[src/rtl/keypad_scanner.sv]
// 4x4 matrix keypad scanner: walks an active-low column, debounces press and
// release on scan_tick samples, and hands accepted keys to a consumer.
module keypad_scanner #(
    parameter int DEBOUNCE_TICKS = 4
) (
    input  logic        clk,
    input  logic        rst,
    input  logic        scan_tick,
    input  logic [3:0]  row,
    output logic [3:0]  col,
    output logic [3:0]  key_code,
    output logic        key_valid,
    input  logic        key_ack,
    output logic [15:0] data_out,
    output logic        overflow
);

    localparam int CW = $clog2(DEBOUNCE_TICKS + 1);
    localparam logic [CW-1:0] CNT_LAST = CW'(DEBOUNCE_TICKS - 1);

    typedef enum logic [1:0] {
        SCAN,
        DEBOUNCE,
        WAIT_RELEASE
    } state_t;

    state_t        state, state_n;
    logic [1:0]    col_idx, col_idx_n;
    logic [1:0]    row_idx, row_idx_n;
    logic [3:0]    row_pat, row_pat_n;
    logic [CW-1:0] cnt, cnt_n;
    logic [3:0]    key_code_n;
    logic          key_valid_n;
    logic [15:0]   data_out_n;
    logic          overflow_n;
    logic          accept;
    logic [3:0]    mapped;

    function automatic logic [1:0] lowest_low(input logic [3:0] r);
        logic [1:0] idx;
        idx = 2'd3;
        for (int i = 3; i >= 0; i--) begin
            if (!r[i]) begin
                idx = 2'(i);
            end
        end
        return idx;
    endfunction

    function automatic logic [3:0] map_key(input logic [1:0] r, input logic [1:0] c);
        logic [3:0] v;
        case ({r, c})
            4'b00_00: v = 4'h1;
            4'b00_01: v = 4'h2;
            4'b00_10: v = 4'h3;
            4'b00_11: v = 4'hA;
            4'b01_00: v = 4'h4;
            4'b01_01: v = 4'h5;
            4'b01_10: v = 4'h6;
            4'b01_11: v = 4'hB;
            4'b10_00: v = 4'h7;
            4'b10_01: v = 4'h8;
            4'b10_10: v = 4'h9;
            4'b10_11: v = 4'hC;
            4'b11_00: v = 4'h0;
            4'b11_01: v = 4'hF;
            4'b11_10: v = 4'hE;
            default:  v = 4'hD;
        endcase
        return v;
    endfunction

    assign col    = ~(4'b0001 << col_idx);
    assign mapped = map_key(row_idx, col_idx);

    always_ff @(posedge clk or posedge rst) begin
        if (rst) begin
            state     <= SCAN;
            col_idx   <= 2'd0;
            row_idx   <= 2'd0;
            row_pat   <= 4'hF;
            cnt       <= '0;
            key_code  <= 4'h0;
            key_valid <= 1'b0;
            data_out  <= 16'h0000;
            overflow  <= 1'b0;
        end else begin
            state     <= state_n;
            col_idx   <= col_idx_n;
            row_idx   <= row_idx_n;
            row_pat   <= row_pat_n;
            cnt       <= cnt_n;
            key_code  <= key_code_n;
            key_valid <= key_valid_n;
            data_out  <= data_out_n;
            overflow  <= overflow_n;
        end
    end

    // The column stays frozen from detection until the release is debounced,
    // so col_idx doubles as the latched column of the pending key.
    always_comb begin
        state_n   = state;
        col_idx_n = col_idx;
        row_idx_n = row_idx;
        row_pat_n = row_pat;
        cnt_n     = cnt;
        accept    = 1'b0;

        if (scan_tick) begin
            case (state)
                SCAN: begin
                    if (row == 4'hF) begin
                        col_idx_n = col_idx + 2'd1;
                    end else begin
                        row_idx_n = lowest_low(row);
                        row_pat_n = row;
                        cnt_n     = CW'(1);
                        state_n   = DEBOUNCE;
                    end
                end
                DEBOUNCE: begin
                    if (row == row_pat) begin
                        if (cnt >= CNT_LAST) begin
                            accept  = 1'b1;
                            cnt_n   = '0;
                            state_n = WAIT_RELEASE;
                        end else begin
                            cnt_n = cnt + CW'(1);
                        end
                    end else begin
                        cnt_n     = '0;
                        col_idx_n = col_idx + 2'd1;
                        state_n   = SCAN;
                    end
                end
                WAIT_RELEASE: begin
                    if (row == 4'hF) begin
                        if (cnt >= CNT_LAST) begin
                            cnt_n     = '0;
                            col_idx_n = col_idx + 2'd1;
                            state_n   = SCAN;
                        end else begin
                            cnt_n = cnt + CW'(1);
                        end
                    end else begin
                        cnt_n = '0;
                    end
                end
                default: begin
                    cnt_n   = '0;
                    state_n = SCAN;
                end
            endcase
        end
    end

    // A new key wins over a same-edge acknowledge; only an unacked overwrite
    // marks overflow.
    always_comb begin
        key_code_n  = key_code;
        key_valid_n = key_valid;
        data_out_n  = data_out;
        overflow_n  = overflow;

        if (accept) begin
            key_code_n  = mapped;
            data_out_n  = {data_out[11:0], mapped};
            key_valid_n = 1'b1;
            if (key_valid && !key_ack) begin
                overflow_n = 1'b1;
            end
        end else if (key_valid && key_ack) begin
            key_valid_n = 1'b0;
        end
    end

endmodule

[config.mk]
export PLATFORM = sky130hd
export DESIGN_NAME = keypad_scanner
export DESIGN_NICKNAME = d
export VERILOG_FILES = /design/src/rtl/keypad_scanner.sv
export SDC_FILE = /design/constraint.sdc
export NUM_CORES = 1
export LEC_CHECK = 0
export ABC_AREA = 1
export CAP_MARGIN = 5
export CORE_MARGIN = 2
export CORE_UTILIZATION = 55
export CTS_CLUSTER_DIAMETER = 150
export CTS_CLUSTER_SIZE = 12
export DETAILED_ROUTE_END_ITERATION = 16
export DONT_BUFFER_PORTS = 1
export PLACE_DENSITY = 0.71
export REMOVE_ABC_BUFFERS = 1
export SLEW_MARGIN = 15
export SYNTH_ARGS = -nofsm -noshare
export SYNTH_HDL_FRONTEND = slang
export SYNTH_SLANG_ARGS = --single-unit
[constraint.sdc]
create_clock -name clk -period 1.8 [get_ports clk]
set_clock_uncertainty 0.15 [all_clocks]
set_input_delay 0.36 -clock clk [delete_from_list [all_inputs] [get_ports clk]]
set_output_delay 0.36 -clock clk [all_outputs]
set_load 0.005 [all_outputs]
### Word level (Yosys, flattened, before mapping)

Memories as Yosys holds them, arrays and structs flattened.
Index checks and enable logic that the tools add are counted.

* flip-flop bits (word level): 35
* latch bits: 0
* bits in writable memories: 0
* bits in read-only memories: 64
* input bits: 8
* output and inout bits: 26
* word-level logic and storage cells: 62
* memories kept: 1

* add/subtract/negate cells: 2
* multiply operators: 0
* divide/modulo/power cells: 0
* magnitude comparators: 1
* equal/unequal tests: 10
* shift operators: 1
* mux-type cells: 25
* bitwise operators: 2
* reduce and logical (&&, ||, !) cells: 11

Memory list
* (name not given): depth 16, width 4, read ports 1, clocked after memory_dff 0, write ports 0, RTL line 52 `case ({r, c})`

Operators by type and width (count)
* $mux W2: 11
* $mux W3: 4
* $pmux W2 S3: 2
* $ne A2 B2 Y1 const B: 5
* $pmux W3 S3: 1
* $mux W1: 7
* $reduce_and A6 Y1: 1
* $reduce_and A5 Y1: 1
* $eq A4 B4 Y1: 1
* $eq A4 B4 Y1 const B: 1
* $not A4 Y4: 1
* $reduce_and A2 Y1: 2
* $shl A1 B2 Y4 const A: 1
* $add A3 B1 Y3 const B: 1
* $ge A3 B2 Y1 const B: 1
* $ne A3 B3 Y1 const B: 1
* $reduce_and A3 Y1: 1
* $reduce_bool A3 Y1: 1
* $add A2 B1 Y2 const B: 1
* $eq A2 B1 Y1 const B: 1
* $eq A2 B2 Y1 const B: 1
* $logic_and A1 B1 Y1: 2
* $logic_not A2 Y1: 1
* $reduce_bool A2 Y1: 1
* 2 further kinds: 2

### Longest topological paths before layout

Gate-level depths: netlist of the first run.

* depth in word-level cells: 6
* gate-level depth with buffers: 11

### Worst setup path before layout of the first run

OpenSTA, ideal clock, no wires.

* kind: register to register
* start point: reg cnt[0]
* end point: reg data_out[4]
* library setup time: 0.117 ns
* arrival: 1.401 ns
* required time: 1.533 ns
* path slack: 0.133 ns
* stages on the path, launching flop included: 12
* path buffers: 1
* cell sequence: dfrtp_1 -> ha_1 -> ha_1 -> inv_1 -> nand3_1 -> inv_1 -> nor2_1 -> nand2_4 -> inv_6 -> buf_12 -> nand2_1 -> nand2_1

* word-level cells in the longest chain between the ends: 5

RTL lines
* start: declaration: RTL line 31 `logic [CW-1:0] cnt, cnt_n;`
* start signal: assignment: RTL line 92 `cnt <= cnt_n;`
* $ge A3 B2 Y1: RTL line 124 `if (cnt >= CNT_LAST) begin`
* $mux W1: RTL line 124
* $mux W1: RTL line 123 `if (row == row_pat) begin`
* $mux W1: RTL line 111 `case (state)`
* $mux W1: RTL line 110 `if (scan_tick) begin`
* end signal: assignment: RTL line 95 `data_out <= data_out_n;`
* end: declaration: RTL line 14 `output logic [15:0] data_out,`

No other way between the ends.
A chain may end at the register's enable or synchronous reset.

### Worst setup path in the final report of the first run

* start point: reg cnt[1]
* end point: reg data_out[13]

Same word-level chain as after synthesis.

==> results.md, run 1 <==
- Synth Area in XOR/XNOR: 0.005232
- Row Count: 20
- Final nets: 241
- Core Util, Final: 0.6479
- Final setup margin: 0.08830 ns
- Worst min-delay path category: in -> reg
- Post-Syn Area: 1674 um^2
- Synth unique cells: 30
- GRT Total Usage: 0.2098
- Clock tree sinks: 31
- Largest family of logic cells by synthesized area: simple AND/OR/NAND/NOR gates
- Drt first pass iters: 4
- Crit start category: flip-flop
- Die Height: 59.17 um
- Port Buffers: 0
- Most common cell after layout, fill and taps aside: nand2_1
- Number of I/O pins: 34
- Hold Vio Cnt, Final: 0
- Final Max Tran Viols: 0
- Final HPWL DP: 2374 um
- CTS tree: yes
- Area growth syn-to-layout: 15.25%
- Leak pwr: 1.081 nW
- Top delay family on crit path: simple AND/OR/NAND/NOR gates
- Post-route ant nets: 0
- Crit path capture type: flip-flop
- Clk slew on worst S/H paths: 0.09 ns
- P_int: 0.001291 W
- Synth Instances: 212
- Net Sw Frac: 0.3193
- # diodes: 0
- Fmax: 0.5842 GHz
- DP Cell Count: 241
- Residual DRC: 0
- DR vias: 1,347
- Initial Util: 0.5622
- Status: complete, no violations
- Antenna violations before repair: 0
- Largest net degree at the start of global routing: 20
- Seq/Total Area, Yosys: 0.4664
- Combinational power share: 0.245
- Yosys warns: 0
- Clock Tree Root: clkbuf_4
- Mux contribution to synthesized area: 0
- Hold path endpoint: row_pat[0]
- Final Wtd Congestion: 0.8441
- Tmin final: 1.712 ns
- Synth Area per Inst: 7.897 um^2
- CP peak stage delay: 0.39 ns
- H-tree Lvls: 2
- Drt total wl: 3233 um
- Final std cells w/o fill: 259
- R2R Path Start: cnt[1]
- Reg-to-reg slack, setup: 0.09 ns
- Die Footprint: 3501 um^2
- Congestion Overflow GR: 0
- Switch Pwr: 0.0006058 W
- Worst hold path stage count: 2
- CORE AREA: 2978 um^2
- Flops & latches, synth: 31
- Final setup vio count: 0
- Pre-CTS setup slack: -0.02419 ns
- Longest Clk Path Bufs: 2
- Worst-Margin Slew: 0.5451 ns
- Crit-path slowest cell: dfrtp_1
- Worst r2r path cells: 10
- CP cell instances: ha_2, ha_2, inv_2, nand3_2, inv_2, nor2_4, nand2_8, clkbuf_16, nand2_1, nand2_1
- Max Cap Viol: 0
- Area share of fa/ha/maj cells after synthesis: 0.05979
- Max IR drop VDD: 563.2 uV
- Num CTS Buffers: 5
- Crit share post-route: 0.9509
- Post-Synth Simple-Gate Area: 0.2825
- Relative slew slack: 0.6362
- WP depth: 10
- Sequential power share: 0.455
- WL/cell: 12.48 um
- Hold Crit Start: row[0]
- Die Wd: 59.17 um
- Reg2reg end: data_out[13]
- Layout cells sized above 1: 0.1814
- WP data required: 1.88 ns
- Number of buffers and inverters on the critical path: 3
- Most frequent cells in the layout: 90 x nand2_1, 26 x inv_1, 26 x dfrtp_1, 7 x o21ai_0
- Number of global-route vias before repair: 1,316
- Pwr Density: 983.3 nW/um^2
- Kind of critical path: reg -> reg
- Routed vias/inst: 5.201
- Iter 0 DRT Violations: 71
- Synth Area in Compound Gates: 0.06726
- Worst EP arrival: 1.79 ns
- First-pass GRT wire length: 5457 um
- Setup TNS: 0 ns
- Worst-Skew Late Latency: 0.34 ns
- Clk pwr share: 0.300
- Crit Path Max Fanout: 7
-- final cells by class --
class | instances | area (um^2)
fillers | 258 | 1049
flip-flops and latches | 31 | 782.0
repair buffers | 14 | 170.2
multi-input cells | 142 | 725.7
clock inverters | 2 | 35.03
clock buffers | 6 | 51.30
well taps | 33 | 41.29
inverters | 31 | 123.9
-- power by group through the flow --
stage	Combinational [W]	Sequential, W	Clock [W]
6_report	0.000466	0.000862	0.000569
5_1_grt	0.000547	0.000875	0.000615
4_1_cts	0.000457	0.000861	0.000583
3_5_place_dp	0.000447	0.000874	0
3_3_place_gp	0.000431	0.000867	0
2_1_floorplan	0.000353	0.000858	0
-- synthesized netlist by cell type, drive strengths merged --
cell     n  area [um^2]
dfrtp   27        675.7
nand3    8        45.04
o21ai   13        68.82
inv     31        121.4
nand3b   1        7.510
buf      8        77.57
xor2     1        8.760
a21oi    4        20.02
or2      1        6.260
dfstp    4        105.1
nand4    2        12.51
o22ai    1        6.260
a31oi    1        6.260
o21bai   1        11.26
ha       8        100.1
nand2   92        355.3
nor3     2        15.01
nor2     7        31.28
-- worst max path at each step --
stage,slack (ns),from,endpoint
2_1_floorplan,0.13,cnt[0],data_out[4]
3_3_place_gp,0.07,cnt[0],col_idx[1]
3_5_place_dp,-0.02,cnt[1],data_out[5]
4_1_cts,0.002,cnt[1],col_idx[0]
5_1_grt,-0.009,row_pat[1],data_out[13]
6_report,0.09,cnt[1],data_out[13]
-- per-layer routing --
layer / track usage / vias to the layer above / wire length [um]
li1: - / 675 / -
met1: 0.2143 / 625 / 1291
met2: 0.3857 / 41 / 1715
met3: 0.07424 / 6 / 181
met4: 0.08442 / 0 / 45
met5: 0 / - / 0
-- timing repair --
action,CTS,global route
hold buffers,4,0
pin swaps,1,1
cloned,0,1
setup endpoints to repair,11,23
resized for setup,1,11
endpoints found under the hold margin,11,0
buffers inserted,2,3
-- flip-flops by register name, summed over array words and instances, names as in the netlist --
name       count
cnt            3
col_idx        2
data_out      13
key_code       3
key_valid      1
overflow       1
row_idx        2
row_pat        4
state          2
-- kinds of logic (layout without fill, tap and decap cells) --
logic type,Yosys count,in the layout
simple gates,113,113
buf+inv,39,53
flops,31,31
compound gates,20,20
fa+ha+maj,8,8
xor+xnor,1,1
-- stage by stage --
stage	hold slack (ns)	area [um^2]	total power [W]
finish	0.02903	1929	0.001897
global placement	0.1806	1693	0.001298
detailed placement	0.1900	1693	0.001321
floorplan	0.3105	1597	0.001211
CTS	0.01313	1849	0.001901
global route	0.03353	1929	0.002037
No activity file was read; power rests on OpenSTA's default activity.
==> run 2: changes to the inputs <==
--- a/config.mk
+++ b/config.mk
@@ -15,6 +15,7 @@
 export DONT_BUFFER_PORTS = 1
 export PLACE_DENSITY = 0.71
 export REMOVE_ABC_BUFFERS = 1
+export SETUP_SLACK_MARGIN = 0.3
 export SLEW_MARGIN = 15
 export SYNTH_ARGS = -nofsm -noshare
 export SYNTH_HDL_FRONTEND = slang
==> run 2 against run 1 <==
Die area unchanged. Wire length up 17%. Non-clock buffer count up 10. First-iteration DRC count fell by 9.9%. Critical endpoint is now data_out[15]. Largest cell class is now multi-input combinational cells. Highest routed layer unchanged.
==> results.md, run 2 (synthesis results as in run 1) <==
- Worst min-delay path category: in -> reg
- Die Footprint: 3501 um^2
- Status: complete, no violations
- Iter 0 DRT Violations: 64
- Worst EP arrival: 1.78 ns
- DR vias: 1,447
- Final setup margin: 0.09535 ns
- Die Wd: 59.17 um
- Metal3 WL: 193 um
- Port Buffers: 0
- Drt total wl: 3782 um
- Most frequent cells in the layout: 61 x nand2_1, 24 x dfrtp_1, 23 x nand2_2, 14 x inv_1, 11 x inv_2
- Die Height: 59.17 um
- Congestion Overflow GR: 0
- Clock tree sinks: 31
- CTS tree: yes
- Row Count: 20
- Number of fill cells: 214
- Worst-Skew Late Latency: 0.34 ns
- H-tree Lvls: 2
- Crit Path Max Fanout: 7
- Max reg flops: 13
- Fin area: 2286 um^2
- Area growth syn-to-layout: 36.55%
- Num CTS Buffers: 5
- Clock Tree Root: clkbuf_4
- Final HPWL DP: 2374 um
- # diodes: 0
- Relative slew slack: 0.6339
- Crit path capture type: flip-flop
- Leak pwr: 1.166 nW
- Hold WS: 0.02009 ns
- Final setup vio count: 0
- Final Wtd Congestion: 0.8441
- Drt first pass iters: 6
- Routed vias/inst: 5.379
- Fmax: 0.5866 GHz
- Pre-CTS setup slack: -0.02419 ns
- Tmin final: 1.705 ns
- Register with the most flip-flops: data_out
- Initial Util: 0.5622
- RSZ-0062 raised after global routing: true
- Layout cells sized above 1: 0.4407
- Number of I/O pins: 34
- Post-route ant nets: 0
- Clk slew on worst S/H paths: 0.10 ns
- Most common cell after layout, fill and taps aside: nand2_1
- Largest registers: data_out (13), row_pat (4)
- Sequential power share: 0.397
- WL met1: 1469 um
- P_int: 0.001474 W
- GRT Total Usage: 0.2296
- WL/cell: 14.06 um
- Combinational power share: 0.349
- Net Sw Frac: 0.3479
- Kind of critical path: reg -> reg
- Top Layer Used: met4
- Antenna violations before repair: 0
- CORE AREA: 2978 um^2
- Placed inst area: 1693 um^2
- Max Cap Viol: 0
- First-pass GRT wire length: 5989 um
- Metal2 WL: 2059 um
- Residual DRC: 0
- Longest Clk Path Bufs: 2
- Number of global-route vias before repair: 1,396
- Reg-to-reg slack, setup: 0.1 ns
- Clk pwr share: 0.254
- Worst-Margin Slew: 0.5485 ns
- WP data required: 1.88 ns
- Storage cell area: 784.5 um^2
- Switch Pwr: 0.0007866 W
- Crit start category: flip-flop
- Max IR drop VDD: 739.7 uV
- Final Max Tran Viols: 0
- Final nets: 251
- Hold Vio Cnt, Final: 0
- Pwr Density: 989.1 nW/um^2
- Crit share post-route: 0.9470
- Multi-input gate area: 969.7 um^2
- Largest net degree at the start of global routing: 20
[run 2: final timing paths]
check | to | from | cells past startpoint
worst max-delay path | data_out[15] | row_pat[3] | 10
worst min-delay path | row_pat[0] | row[0] | 2
min in group asynchronous | row_idx[1] | rst | 2
worst max register to register | data_out[15] | row_pat[3] | 10
worst min register to register | row_pat[0] | row_pat[0] | 2
max in group asynchronous | state[1] | rst | 3
[run 2: final cells by class]
cell class                 count  share of cell area
inverter                      31             0.05966
clock inverter                 2             0.01533
tap                           33             0.01806
sequential                    31              0.3432
timing repair buffer          24              0.1171
clock buffer                   6             0.02244
multi-input combinational    142              0.4242
[run 2: through the flow]
step                      setup TNS, ns  instances  power (W)    util
after global routing                  0        269   0.002407  0.7676
after global placement                0        241   0.001298  0.5685
final                                 0        269   0.002261  0.7676
after floorplan                       0        204   0.001211       -
after CTS                             0        263   0.002081  0.6950
after detailed placement       -0.07352        241   0.001321  0.5685
[run 2: worst max-delay path: stages, from the launching register on]
cell,delay (ns)
dfstp_2,0.55
inv_2,0.04
nand2_2,0.06
nand2_2,0.06
nor2_4,0.19
nand3_4,0.11
inv_4,0.09
nand2_8,0.09
buf_12,0.16
nand2_2,0.05
nand2_1,0.05
[run 2: what timing repair did]
item	4_1_cts	5_1_grt
pin swaps	8	24
setup buffers	10	5
setup endpoints to repair	28	32
hold buffers	4	0
cloned	0	1
gates resized for setup	48	47
hold endpoints to repair	11	0
[run 2: layer usage]
layer | GRT usage | up-vias
met1 | 0.2437 | 690
met5 | 0 | -
li1 | - | 703
met4 | 0.08442 | 0
met3 | 0.07642 | 8
met2 | 0.4190 | 46
[run 2: power groups by stage]
stage	Sequential (W)	Clock, W	Combinational, W
after floorplan	0.000858	0	0.000353
after global placement	0.000867	0	0.000431
after detailed placement	0.000874	0	0.000447
after CTS	0.000888	0.000583	0.000610
after global routing	0.000907	0.000618	0.000882
final	0.000897	0.000575	0.000789
==> run 3: changes to the inputs <==
==> constraint.sdc (replaced) <==
create_clock -name clk -period 2.1 [get_ports clk]
set_clock_uncertainty 0.15 [all_clocks]
set_input_delay 0.42 -clock clk [delete_from_list [all_inputs] [get_ports clk]]
set_output_delay 0.42 -clock clk [all_outputs]
set_load 0.005 [all_outputs]
==> run 3 against run 2 <==
Wire length shrank 18%. Final cell count shrank 5.9%. Sequential power shrank 17%. Non-clock buffer count shrank 17. Final area shrank 20%. Sequential share of layout area grew 8.5 points. Critical path type unchanged. Critical path depth is the same. Via count shrank 11%. Fmax shrank 2.4%. Critical endpoint is now key_code[0].
==> results.md, run 3 (synthesis results as in run 1) <==
- Routed vias/inst: 5.107
- R2R Path Start: cnt[1]
- Post-route ant nets: 0
- H-tree Lvls: 2
- Fmax: 0.5725 GHz
- Clk slew on worst S/H paths: 0.10 ns
- # diodes: 0
- Final nets: 235
- Num CTS Buffers: 5
- Pwr Density: 891.9 nW/um^2
- Final setup margin: 0.3533 ns
- Tmin final: 1.747 ns
- Number of I/O pins: 34
- Row Count: 20
- Final Max Tran Viols: 0
- Crit Path Max Fanout: 6
- Antenna violations before repair: 0
- Crit start category: flip-flop
- GRT Total Usage: 0.2003
- Worst EP arrival: 1.85 ns
- First-pass GRT wire length: 5278 um
- Drt total wl: 3101 um
- Number of fill cells: 257
- CP peak stage delay: 0.42 ns
- Crit-path most repeated cell: ha_1
- Drt first pass iters: 4
- Crit. Startpoint: cnt[1]
- Number of global-route vias before repair: 1,270
- Final HPWL DP: 2157 um
- Worst-Skew Late Latency: 0.32 ns
- Congestion Overflow GR: 0
- Relative slew slack: 0.7492
- Die Footprint: 3501 um^2
- Crit path capture type: flip-flop
- Top delay family on crit path: flip-flops
- Number of buffers and inverters on the critical path: 3
- Final Wtd Congestion: 0.8207
- Largest net degree at the start of global routing: 32
- Worst min-delay path category: in -> reg
- Crit-path slowest cell: dfrtp_1
- Iter 0 DRT Violations: 122
- Status: complete, no violations
- Setup TNS: 0 ns
- Residual DRC: 0
- CTS tree: yes
- Die Height: 59.17 um
- Largest registers: data_out (13), row_pat (4)
- Hold Crit Start: row[2]
- DR vias: 1,292
- Pre-CTS setup slack: 0.2500 ns
- Hold Vio Cnt, Final: 0
- Clock tree sinks: 31
- RSZ-0062 raised after global routing: true
- Layout cells sized above 1: 0.1591
- CP cell instances: ha_1, ha_1, inv_1, nand3_2, inv_2, nor2_4, nand2_4, buf_12, nand2_1, o21ai_2
- Crit share post-route: 0.8318
- Longest Clk Path Bufs: 2
- Initial Util: 0.5622
- Max reg flops: 13
- Final setup vio count: 0
- Area growth syn-to-layout: 9.118%
- Leak pwr: 1.050 nW
- CORE AREA: 2978 um^2
- Kind of critical path: reg -> reg
- WP data required: 2.21 ns
- Die Wd: 59.17 um
- Register with the most flip-flops: data_out
- Max Cap Viol: 0
- Worst-Margin Slew: 0.3762 ns
- Most frequent cells in the layout: 90 x nand2_1, 27 x inv_1, 26 x dfrtp_1, 8 x ha_1, 7 x o21ai_0
- Max IR drop VDD: 487.3 uV
- Clock Tree Root: clkbuf_4
- WL/cell: 12.26 um
- Port Buffers: 0
- Most common cell after layout, fill and taps aside: nand2_1
-- run 3: changes by cell type in the layout (fill, tap and decap cells not counted), moves of 3 or more --
cell,previous run,this run
buf_4,10,5
buf_6,6,0
dlygate4sd3_1,4,1
ha_1,1,8
ha_4,7,0
inv_1,14,27
inv_2,11,2
inv_4,5,1
nand2_1,61,90
nand2_2,23,2
nand2_4,7,1
-- run 3: report_power, final --
part	switching, W	total (W)	leakage, nW	internal (W)
clock network	0.000202	0.000483	0.0482	0.000281
registers	0.0000658	0.000741	0.408	0.000676
logic	0.000259	0.000405	0.593	0.000146
total	0.000526	0.00163	1.05	0.00110
-- run 3: timing repair --
item / 4_1_cts / 5_1_grt
gates cloned: 1 / 0
resized for setup: 3 / 7
hold buffers: 1 / 0
endpoints found under the hold margin: 27 / 0
pin swaps: 1 / 1
buffers inserted: 0 / 4
endpoints found under the setup margin: 19 / 22
-- run 3: final cells by class --
| cell class | count | area (um^2) | area share |
|---|---|---|---|
| multi-input cells | 143 | 723.2 | 0.3959 |
| well taps | 33 | 41.29 | 0.02260 |
| clock buffers | 6 | 51.30 | 0.02808 |
| flip-flops and latches | 31 | 782.0 | 0.4281 |
| repair buffers | 7 | 67.56 | 0.03699 |
| inverters | 31 | 126.4 | 0.06918 |
| clock inverters | 2 | 35.03 | 0.01918 |
-- run 3: final timing paths --
| kind | end | slack (ns) | cells after the start |
|---|---|---|---|
| max in group asynchronous | row_pat[0] | 1.02 | 3 |
| min in group asynchronous | cnt[2] | 0.46 | 3 |
| worst min register to register | row_pat[2] | 0.35 | 2 |
| worst min-delay path | row_pat[2] | 0.03 | 2 |
| worst max-delay path | key_code[0] | 0.35 | 10 |
| worst max register to register | key_code[0] | 0.35 | 10 |
-- run 3: worst register-to-register path, delay by kind of cell, from the launching register on --
kind,cells,cell delay [ns]
adder cells (fa/ha/maj),2,0.39
AND/OR/NAND/NOR,4,0.35
buffers and inverters,3,0.31
AO/OA/AOI/OAI,1,0.05
flip-flops,1,0.42
-- run 3: per-layer routing --
layer	routed length [um]	track usage
met1	1419	0.2384
met2	1492	0.3397
met3	143	0.05240
met4	46	0.08766
met5	0	0
-- run 3: metrics by stage --
stage          hold WS [ns]  total power (W)  std cells    util  instance area [um^2]
6_report            0.03339         0.001629        253  0.6134                  1827
4_1_cts             0.02242         0.001627        249  0.5908                  1759
2_1_floorplan        0.3181         0.001038        204       -                  1597
3_3_place_gp         0.2574         0.001106        239  0.5550                  1653
3_5_place_dp         0.2654         0.001132        239  0.5550                  1653
5_1_grt             0.04737         0.001743        253  0.6134                  1827
==> RTL change (settings of run 3) <==
Take the reset off `key_code` and `data_out` and load them in a clocked block of their own.
--- a/src/rtl/keypad_scanner.sv
+++ b/src/rtl/keypad_scanner.sv
@@ -80,9 +80,7 @@
             row_idx   <= 2'd0;
             row_pat   <= 4'hF;
             cnt       <= '0;
-            key_code  <= 4'h0;
             key_valid <= 1'b0;
-            data_out  <= 16'h0000;
             overflow  <= 1'b0;
         end else begin
             state     <= state_n;
@@ -90,11 +88,14 @@
             row_idx   <= row_idx_n;
             row_pat   <= row_pat_n;
             cnt       <= cnt_n;
-            key_code  <= key_code_n;
             key_valid <= key_valid_n;
-            data_out  <= data_out_n;
             overflow  <= overflow_n;
         end
+    end
+
+    always_ff @(posedge clk) begin
+        key_code <= key_code_n;
+        data_out <= data_out_n;
     end
 
     // The column stays frozen from detection until the release is debounced,
Behaviour: differs if rst is asserted again (counterexample within 10 cycles, from zero or initial values and one cycle with rst high); with rst held inactive, the same outputs for 10 cycles.
==> RTL change against run 3 <==
- total power is 26% higher
- sequential power is 22% higher
- sequential cell count stayed put
- design area is 1.2% lower
- hold slack worse by 0.00077 ns
- synthesized area is 2.4% lower
- worst setup slack better by 0.025 ns
- wire length is 7.6% lower
- cell count is 18% lower
- critical path depth is 3 lower
- combinational power is 73% higher
- largest power group unchanged
==> RTL change: results (changes against run 3) <==
stage	metric	value	unit	change
placement	Cells after DPL	194		-19%
global_route	first-pass GRT wire length	4.93	mm	-6.7%
yosys	largest cells by area after synthesis	edfxtp_1 29%, dfrtp_1 17%, nand2_1 8.3%		
finish	Largest regs	data_out (13), row_pat (4)		
clock_network	Clk pin slew, worst setup/hold paths	0.10	ns	about the same
worst_setup_path	Top delay family on crit path	flip-flops		
clock_network	clock buffer depth	2		unchanged
clock_network	H-tree levels	2		unchanged
placement	pre-CTS WS	0.242	ns	-0.00808 ns
routing	DRT iter0 DRCs	30		-75%
worst_setup_path	CP Max Fanout	9		+3
yosys	asr flop ratio synth	0.484		-0.516
outcome	status	completed		
routing	Top Layer Used	met4		
clock_network	clk root buf	clkbuf_4		
routing	routed wire length	2.86	mm	-7.6%
routing	Pre-Repair DR Iteration Count	5		+1
yosys	most frequent cells after synthesis	36 x nand2_1, 22 x inv_1, 16 x edfxtp_1		
routing	Met3 Routed Length	185	um	+29%
yosys	cell count after synthesis	167		-21%
routing	Via density	5.32		+4.2%
finish	share of post-route cells with drive strength above 1	0.318		+0.159
placement	GPL Wtd Cong	0.797		-2.9%
clock_network	CTS buffer count	5		unchanged
worst_setup_path	slowest stage cell, crit path	dfstp_2		
yosys	Yosys cell types	33		+10%
yosys	sequential fraction of the synthesis area	0.527		+0.0604
global_route	total track usage	0.194		-0.00667
routing	WL met2	1.41	mm	-5.2%
routing	Avg WL per Cell	13.8	um	+13%
yosys	top_reg_cell synth	edfxtp_1		
worst_setup_path	slowest cell delay on critical path	0.55	ns	+0.13 ns
clock_network	worst skew pair latency	0.33	ns	
hold_path	worst hold path class	in2reg		
pwr	Lkg Pwr	0.844	nW	-20%
worst_setup_path	Critical Path AT	1.61	ns	-0.24 ns
routing	DRT met1 WL	1.22	mm	-14%
timing	Rel. slew slack	0.594		-0.155
pwr	Worst VDD drop	809	uV	+66%
finish	# diodes	0		unchanged
placement	I/O Buffers	0		unchanged
yosys	YS warnings	0		unchanged
placement	DP Wirelength	2.09	mm	-3.2%
global_route	vias in the first global route	1073		-16%
run	max-cap check violation count	0		unchanged
global_route	largest net degree at the start of global routing	16		-50%
global_route	initial antenna violation count	0		unchanged
yosys	number of flops mapped to enable cells by yosys	16		+16
placement	Area after DPL	0.00165	mm2	-0.38%
-- RTL change: changes by cell type after synthesis, moves of 2 or more --
cell / delta
nand2_1: -54
dfrtp_1: -16
edfxtp_1: +16
inv_1: -6
o21ai_0: -6
inv_2: +5
nor2_1: +5
nand2_2: +3
nor2_4: +3
buf_6: -2
nor2_2: +2
o21ai_2: +2
-- RTL change: routing by layer --
metal,GRT usage,vias to the layer above
met5,0,-
met4,0.0598,0
met3,0.0681,6
met2,0.303,28
met1,0.254,522
li1,-,546
-- RTL change: what timing repair did --
action | 4_1_cts | 5_1_grt
setup endpoints to repair | 19 | 22
resized for setup | 5 | 9
pin swaps | 1 | 2
cloned | 1 | 0
setup buffers | 1 | 2
hold buffers | 1 | 0
hold endpoints to repair | 11 | 0
-- RTL change: final cells by class --
class,count,area (um2)
clock buffers,5,37.5
multi-input cells,100,643
flip-flops and latches,31,863
well taps,31,38.8
repair buffers,6,55.1
clock inverters,3,43.8
inverters,31,124
fillers,232,976
-- RTL change: worst paths after layout --
kind                        startpoint           end  slack [ns]  depth (start not counted)
setup / recovery            row_pat[3]  data_out[14]        0.38                          7
hold / removal                  row[2]    row_pat[2]        0.03                          2
setup reg to reg            row_pat[3]  data_out[14]        0.38                          7
hold reg to reg            data_out[6]  data_out[10]        0.34                          0
max in group asynchronous          rst    col_idx[1]        0.93                          2
min in group asynchronous          rst    row_idx[1]        0.44                          2
-- RTL change: through the flow --
step	hold slack, ns	total power, mW
4_1_cts	0.0153	2.06
3_3_place_gp	0.245	1.54
2_1_floorplan	0.169	1.44
3_5_place_dp	0.254	1.57
5_1_grt	0.00839	2.23
6_report	0.0326	2.06
-- RTL change: logic make-up after synthesis --
| logic type | Yosys count | synth area share |
|---|---|---|
| AND/OR/NAND/NOR | 72 | 0.230 |
| adder cells (fa/ha/maj) | 8 | 0.0613 |
| buffers and inverters | 36 | 0.0965 |
| AO/OA/AOI/OAI | 19 | 0.0804 |
| flip-flops | 31 | 0.527 |
| XOR/XNOR | 1 | 0.00536 |
-- RTL change: report_power, final --
part	total, mW	internal, mW	switching [mW]	leakage (nW)
combinational	0.701	0.287	0.415	0.472
sequential	0.902	0.781	0.121	0.327
clock	0.456	0.250	0.206	0.0452
